===== src/rtl/board_move_engine.sv =====
// Board-state engine for the tic-tac-toe game: owns the cell registers,
// arbitrates player/PC move requests, validates them and reports ack/nack.
module board_move_engine #(
  parameter int         NCELLS      = 9,
  parameter int         IDXW        = 4,
  parameter bit         FIRST_TURN  = 1'b0,
  parameter bit         TURN_CHECK  = 1'b1,
  parameter logic [1:0] PLAYER_CODE = 2'b01,
  parameter logic [1:0] PC_CODE     = 2'b10
) (
  input  logic                  clock,
  input  logic                  reset,
  input  logic                  clear,
  input  logic                  lock,
  input  logic                  play_req,
  input  logic [IDXW-1:0]       play_idx,
  input  logic                  pc_req,
  input  logic                  pc_auto,
  input  logic [IDXW-1:0]       pc_idx,
  output logic [2*NCELLS-1:0]   board,
  output logic                  busy,
  output logic                  move_ack,
  output logic                  move_nack,
  output logic [IDXW-1:0]       last_idx,
  output logic                  last_who,
  output logic                  turn,
  output logic [IDXW-1:0]       move_count,
  output logic                  full
);

  // Every index value maps to an occupancy slot; slots past the board read
  // as occupied so out-of-range targets fall out of the same test.
  localparam int NSLOTS = 1 << IDXW;

  typedef enum logic [1:0] {IDLE, CHECK, SCAN, REJECT} state_t;

  state_t          state_reg, state_next;
  logic            side_reg, side_next;
  logic [IDXW-1:0] idx_reg, idx_next;
  logic [IDXW-1:0] scan_reg, scan_next;
  logic            busy_reg, busy_next;
  logic            ack_reg, ack_next;
  logic            nack_reg, nack_next;
  logic [IDXW-1:0] last_idx_reg, last_idx_next;
  logic            last_who_reg, last_who_next;
  logic            turn_reg, turn_next;
  logic [IDXW-1:0] count_reg, count_next;
  logic            full_reg, full_next;

  logic            commit;
  logic [IDXW-1:0] commit_idx;
  logic [1:0]      commit_code;

  logic [1:0]        cells_reg [NCELLS];
  logic [NSLOTS-1:0] occupied;

  genvar gi;
  generate
    for (gi = 0; gi < NSLOTS; gi++) begin : g_occ
      if (gi < NCELLS) begin : g_real
        assign occupied[gi] = |cells_reg[gi];
      end else begin : g_pad
        assign occupied[gi] = 1'b1;
      end
    end

    for (gi = 0; gi < NCELLS; gi++) begin : g_cell
      // Cell register: cleared by reset/clear, written only by a commit.
      always_ff @(posedge clock or posedge reset) begin
        if (reset) begin
          cells_reg[gi] <= 2'b00;
        end else if (clear) begin
          cells_reg[gi] <= 2'b00;
        end else if (commit && commit_idx == IDXW'(gi)) begin
          cells_reg[gi] <= commit_code;
        end
      end
      assign board[2*gi+1:2*gi] = cells_reg[gi];
    end
  endgenerate

  // State and output registers; clear abandons any in-flight move silently.
  always_ff @(posedge clock or posedge reset) begin
    if (reset) begin
      state_reg    <= IDLE;
      side_reg     <= 1'b0;
      idx_reg      <= '0;
      scan_reg     <= '0;
      busy_reg     <= 1'b0;
      ack_reg      <= 1'b0;
      nack_reg     <= 1'b0;
      last_idx_reg <= '0;
      last_who_reg <= 1'b0;
      turn_reg     <= FIRST_TURN;
      count_reg    <= '0;
      full_reg     <= 1'b0;
    end else if (clear) begin
      state_reg    <= IDLE;
      busy_reg     <= 1'b0;
      ack_reg      <= 1'b0;
      nack_reg     <= 1'b0;
      turn_reg     <= FIRST_TURN;
      count_reg    <= '0;
      full_reg     <= 1'b0;
    end else begin
      state_reg    <= state_next;
      side_reg     <= side_next;
      idx_reg      <= idx_next;
      scan_reg     <= scan_next;
      busy_reg     <= busy_next;
      ack_reg      <= ack_next;
      nack_reg     <= nack_next;
      last_idx_reg <= last_idx_next;
      last_who_reg <= last_who_next;
      turn_reg     <= turn_next;
      count_reg    <= count_next;
      full_reg     <= full_next;
    end
  end

  // Arbitration, validation, scanning and commit bookkeeping.
  always_comb begin
    logic take;
    logic take_side;

    state_next    = state_reg;
    side_next     = side_reg;
    idx_next      = idx_reg;
    scan_next     = scan_reg;
    ack_next      = 1'b0;
    nack_next     = 1'b0;
    last_idx_next = last_idx_reg;
    last_who_next = last_who_reg;
    turn_next     = turn_reg;
    count_next    = count_reg;
    commit        = 1'b0;
    commit_idx    = idx_reg;
    take          = play_req | pc_req;
    take_side     = 1'b0;

    // With both sides requesting, turn order (or player priority) decides.
    if (play_req && pc_req) begin
      take_side = TURN_CHECK ? turn_reg : 1'b0;
    end else begin
      take_side = pc_req;
    end

    case (state_reg)
      IDLE: begin
        if (take) begin
          side_next = take_side;
          if (lock || (TURN_CHECK && take_side != turn_reg)) begin
            state_next = REJECT;
          end else if (take_side && pc_auto) begin
            scan_next  = '0;
            state_next = SCAN;
          end else begin
            idx_next   = take_side ? pc_idx : play_idx;
            state_next = CHECK;
          end
        end
      end
      CHECK: begin
        if (!occupied[idx_reg]) begin
          commit     = 1'b1;
          commit_idx = idx_reg;
          state_next = IDLE;
        end else begin
          state_next = REJECT;
        end
      end
      SCAN: begin
        if (!occupied[scan_reg]) begin
          commit     = 1'b1;
          commit_idx = scan_reg;
          state_next = IDLE;
        end else if (scan_reg == IDXW'(NCELLS - 1)) begin
          state_next = REJECT;
        end else begin
          scan_next = scan_reg + 1'b1;
        end
      end
      REJECT: begin
        nack_next  = 1'b1;
        state_next = IDLE;
      end
      default: state_next = IDLE;
    endcase

    if (commit) begin
      ack_next      = 1'b1;
      last_idx_next = commit_idx;
      last_who_next = side_reg;
      count_next    = count_reg + 1'b1;
      turn_next     = ~turn_reg;
    end

    commit_code = side_reg ? PC_CODE : PLAYER_CODE;
    full_next   = (count_next == IDXW'(NCELLS));
    busy_next   = (state_next != IDLE);
  end

  assign busy       = busy_reg;
  assign move_ack   = ack_reg;
  assign move_nack  = nack_reg;
  assign last_idx   = last_idx_reg;
  assign last_who   = last_who_reg;
  assign turn       = turn_reg;
  assign move_count = count_reg;
  assign full       = full_reg;

endmodule


===== config.mk =====
export PLATFORM = sky130hd
export DESIGN_NAME = board_move_engine
export DESIGN_NICKNAME = d
export VERILOG_FILES = /design/src/rtl/board_move_engine.sv
export SDC_FILE = /design/constraint.sdc
export NUM_CORES = 1
export LEC_CHECK = 0
export BUFFER_PORTS_ARGS = -buffer_cell sky130_fd_sc_hd__buf_2
export CORE_MARGIN = 1
export CORE_UTILIZATION = 40
export CTS_CLUSTER_SIZE = 25
export DETAILED_ROUTE_END_ITERATION = 16
export GPL_ROUTABILITY_DRIVEN = 0
export HOLD_SLACK_MARGIN = 0.03
export PLACE_DENSITY_LB_ADDON = 0.15
export SETUP_SLACK_MARGIN = 0.05
export SLEW_MARGIN = 20
export SYNTH_ARGS = -nofsm -noshare
export SYNTH_HDL_FRONTEND = slang
export SYNTH_SLANG_ARGS = --single-unit

===== constraint.sdc =====
create_clock -name clock -period 6.85 [get_ports clock]
set_input_delay 1.37 -clock clock [delete_from_list [all_inputs] [get_ports clock]]
set_output_delay 1.37 -clock clock [all_outputs]
set_load 0.05 [all_outputs]

==> results by group <==
Worst setup path
  • Crit Path Category: in2reg
  • Critical Path Fanout Max: 25
  • CP endpoint kind: register
  • Critical path origin: clear
  • CP Launch Type: input pin
  • Reg-to-Reg Start: scan_reg[0]
  • WP data arrival: 2.88 ns
  • Worst Path Required: 7.03 ns

Yosys
  • Synth Area in Adders: 0.0349
  • Synthesized area: 0.00251 mm^2
  • Post-synth cell types: 59
  • Xor and xnor area share after synthesis: 0.00698
  • Post-synth EDFFs: 0
  • Syn Area/Cell: 10.0 um^2
  • Compound-Gate Fraction of Synth Area: 0.240
  • Seq/Total Area, Yosys: 0.429
  • Top_reg_cell synth: dfrtp_1
  • Leading area contributor after synthesis: dfrtp_1
  • Synth Register Bits: 43
  • Syn_nets: 272
  • Ranking of synthesized cells by area: dfrtp_1 (43%), o2bb2ai_1 (5.6%), mux2i_1 (4.4%)
  • Post-synth ARST share: 1.00
  • Largest family of logic cells by synthesized area: compound AO/OA/AOI/OAI gates
  • Syn Inst Count: 250
  • Post-synthesis mux area share: 0.0857
  • Yosys top cell area share: 0.429
  • Synth Warn #: 0
  • Synth Area in Simple Gates: 0.164

Finish
  • Filler cells: 591
  • Area Overhead vs Synth: 15.9%
  • Final Net Count: 316
  • Post-Layout Cell Count: 370
  • Number of diodes: 0
  • Cell area after layout: 0.00291 mm^2
  • Max FFs per register: 18
  • Layout cells sized above 1: 0.247

Placement
  • Port Buf Inserts: 46
  • Cell Area, Placed: 0.00280 mm^2
  • DP Cell Count: 362
  • Pre-CTS WS: 3.79 ns
  • Placed wire-length estimate: 4.50 mm

GRT
  • Largest net degree at the start of global routing: 44
  • Overall routing resource usage: 0.202
  • Initial antenna violation count: 0
  • First-pass GRT wire length: 9.89 mm
  • Overflow after GRT: 0
  • Vias in the first global route: 2,019

Timing
  • Setup TNS: 0 ns
  • Max Freq: 0.370 GHz
  • Worst setup margin: 4.15 ns
  • Relative slew slack: 0.501
  • Slew Viols, Final: 0
  • Crit share post-route: 0.395
  • Worst-Margin Slew: 0.748 ns
  • Final hold vios: 0
  • Unrepaired setup endpoints after global routing: no
  • Skew final: 0.00506 ns
  • Final setup fails: 0
  • Tmin final: 2.70 ns

Detailed routing
  • Drc violations: 0
  • ANT nets after route: 0
  • DR vias: 2,125
  • Initial drt markers: 93
  • Per-cell routed wire length: 16.5 um
  • Final WL: 6.11 mm
  • DRT Pass-1 Iters: 4
  • Vias per cell: 5.74

Hold path
  • Min-Delay Path Class: reg2reg
  • Hold path start: last_who

Clock tree
  • Num CTS Buffers: 5
  • # hold bufs at CTS: 0
  • Clk buf depth: 2
  • Post-CTS sizing: 0
  • # H-tree levels: 2
  • # clock sinks: 43
  • Clock-pin transition on the worst setup and hold timing paths: 0.09 ns
  • Root Driver: clkbuf_8
  • Worst skew pair latency: 0.30 ns
  • Setup bufs post-CTS: 0
  • CTS tree: yes

Pwr
  • Total Power: 1.20 mW
  • Worst IR Drop VDD: 0.170 mV
  • PwrDens: 413 mW/mm^2
  • Leak Pwr: 1.35 nW

Floorplanning
  • Die width: 81.2 um
  • Core footprint: 0.00599 mm^2
  • IO Pins: 47
  • Die height: 81.2 um
  • Initial Util: 0.419
  • FP Rows: 28
  • Die footprint: 0.00660 mm^2

Job
  • Max-cap violations: 0

Status
  • Status: finished, final reports clean
==> report_power, final <==
group / total, mW / internal (mW) / switching [mW]
sequential: 0.391 / 0.311 / 0.0803
clock: 0.203 / 0.109 / 0.0939
combinational: 0.607 / 0.200 / 0.406
==> critical path, cell delays in order <==
cell and delay (ns):
buf_2 0.24, inv_1 0.40, nand2_1 0.26, nor2_1 0.08, a31oi_1 0.39, o2bb2ai_1 0.13
==> layout make-up <==
type | instances | area (um^2) | area share
Clock buffer | 5 | 68.8 | 0.0237
Clock inverter | 3 | 43.8 | 0.0151
Inverter | 14 | 55.1 | 0.0189
Multi-Input combinational cell | 183 | 1330 | 0.458
Sequential cell | 43 | 1080 | 0.370
Tap cell | 75 | 93.8 | 0.0323
Timing Repair Buffer | 47 | 238 | 0.0818
==> layer usage <==
layer	global-route usage	up-vias	wire length, um
li1	-	1020	-
met1	0.267	1041	2940
met2	0.327	58	2820
met3	0.0382	6	252
met4	0.0732	0	96
met5	0	-	0
==> synth_stat cells, types with 6 or more instances <==
cell type  count
o211ai_1       6
nor2_1        27
nand3_1        6
dfrtp_1       43
mux2i_1       11
ha_1           7
o21ai_0       12
inv_1         13
clkbuf_1       7
nor2b_1        8
o2bb2ai_1     16
a21oi_1        8
nand2_1       12
==> cells in the final DEF, fill, tap and decap left out, types with 3 or more instances in the layout <==
master | netlist | final
ha_1 | 7 | 7
dfrtp_1 | 43 | 43
nand2b_1 | 4 | 4
nand3_1 | 6 | 6
o31ai_1 | 3 | 3
mux2_2 | 4 | 4
o2bb2ai_1 | 16 | 16
nor4_1 | 3 | 3
o21ai_0 | 12 | 12
nor2b_1 | 8 | 8
nand2_1 | 12 | 12
nor3_1 | 4 | 4
nor2_1 | 27 | 27
buf_2 | 1 | 46
a31oi_1 | 4 | 4
a21oi_1 | 8 | 8
inv_1 | 13 | 12
mux2i_1 | 11 | 11
nor4b_1 | 3 | 3
o211ai_1 | 6 | 6
clkbuf_8 | 0 | 5
==> through the flow <==
| step | util | hold WS (ns) |
|---|---|---|
| after floorplan | - | 0.537 |
| final | 0.485 | 0.510 |
| after CTS | 0.485 | 0.514 |
| after detailed placement | 0.467 | 0.495 |
| after global routing | 0.485 | 0.527 |
| after global placement | 0.467 | 0.488 |
==> cells by family after synthesis <==
family / Yosys count
mux: 18
flops: 43
fa+ha+maj: 7
xor+xnor: 2
simple gates: 81
compound gates: 75
buf+inv: 24
==> final timing paths <==
path | endpoint | cells after the start | slack, ns
max | board[8] | 6 | 4.15
max reg2reg | board[9] | 6 | 4.31
min in group asynchronous | scan_reg[0] | 3 | 1.18
min reg2reg | last_who | 1 | 0.51
max in group asynchronous | move_count[1] | 3 | 5.29
min | last_who | 1 | 0.51
Power figures use the tool's default switching activity.
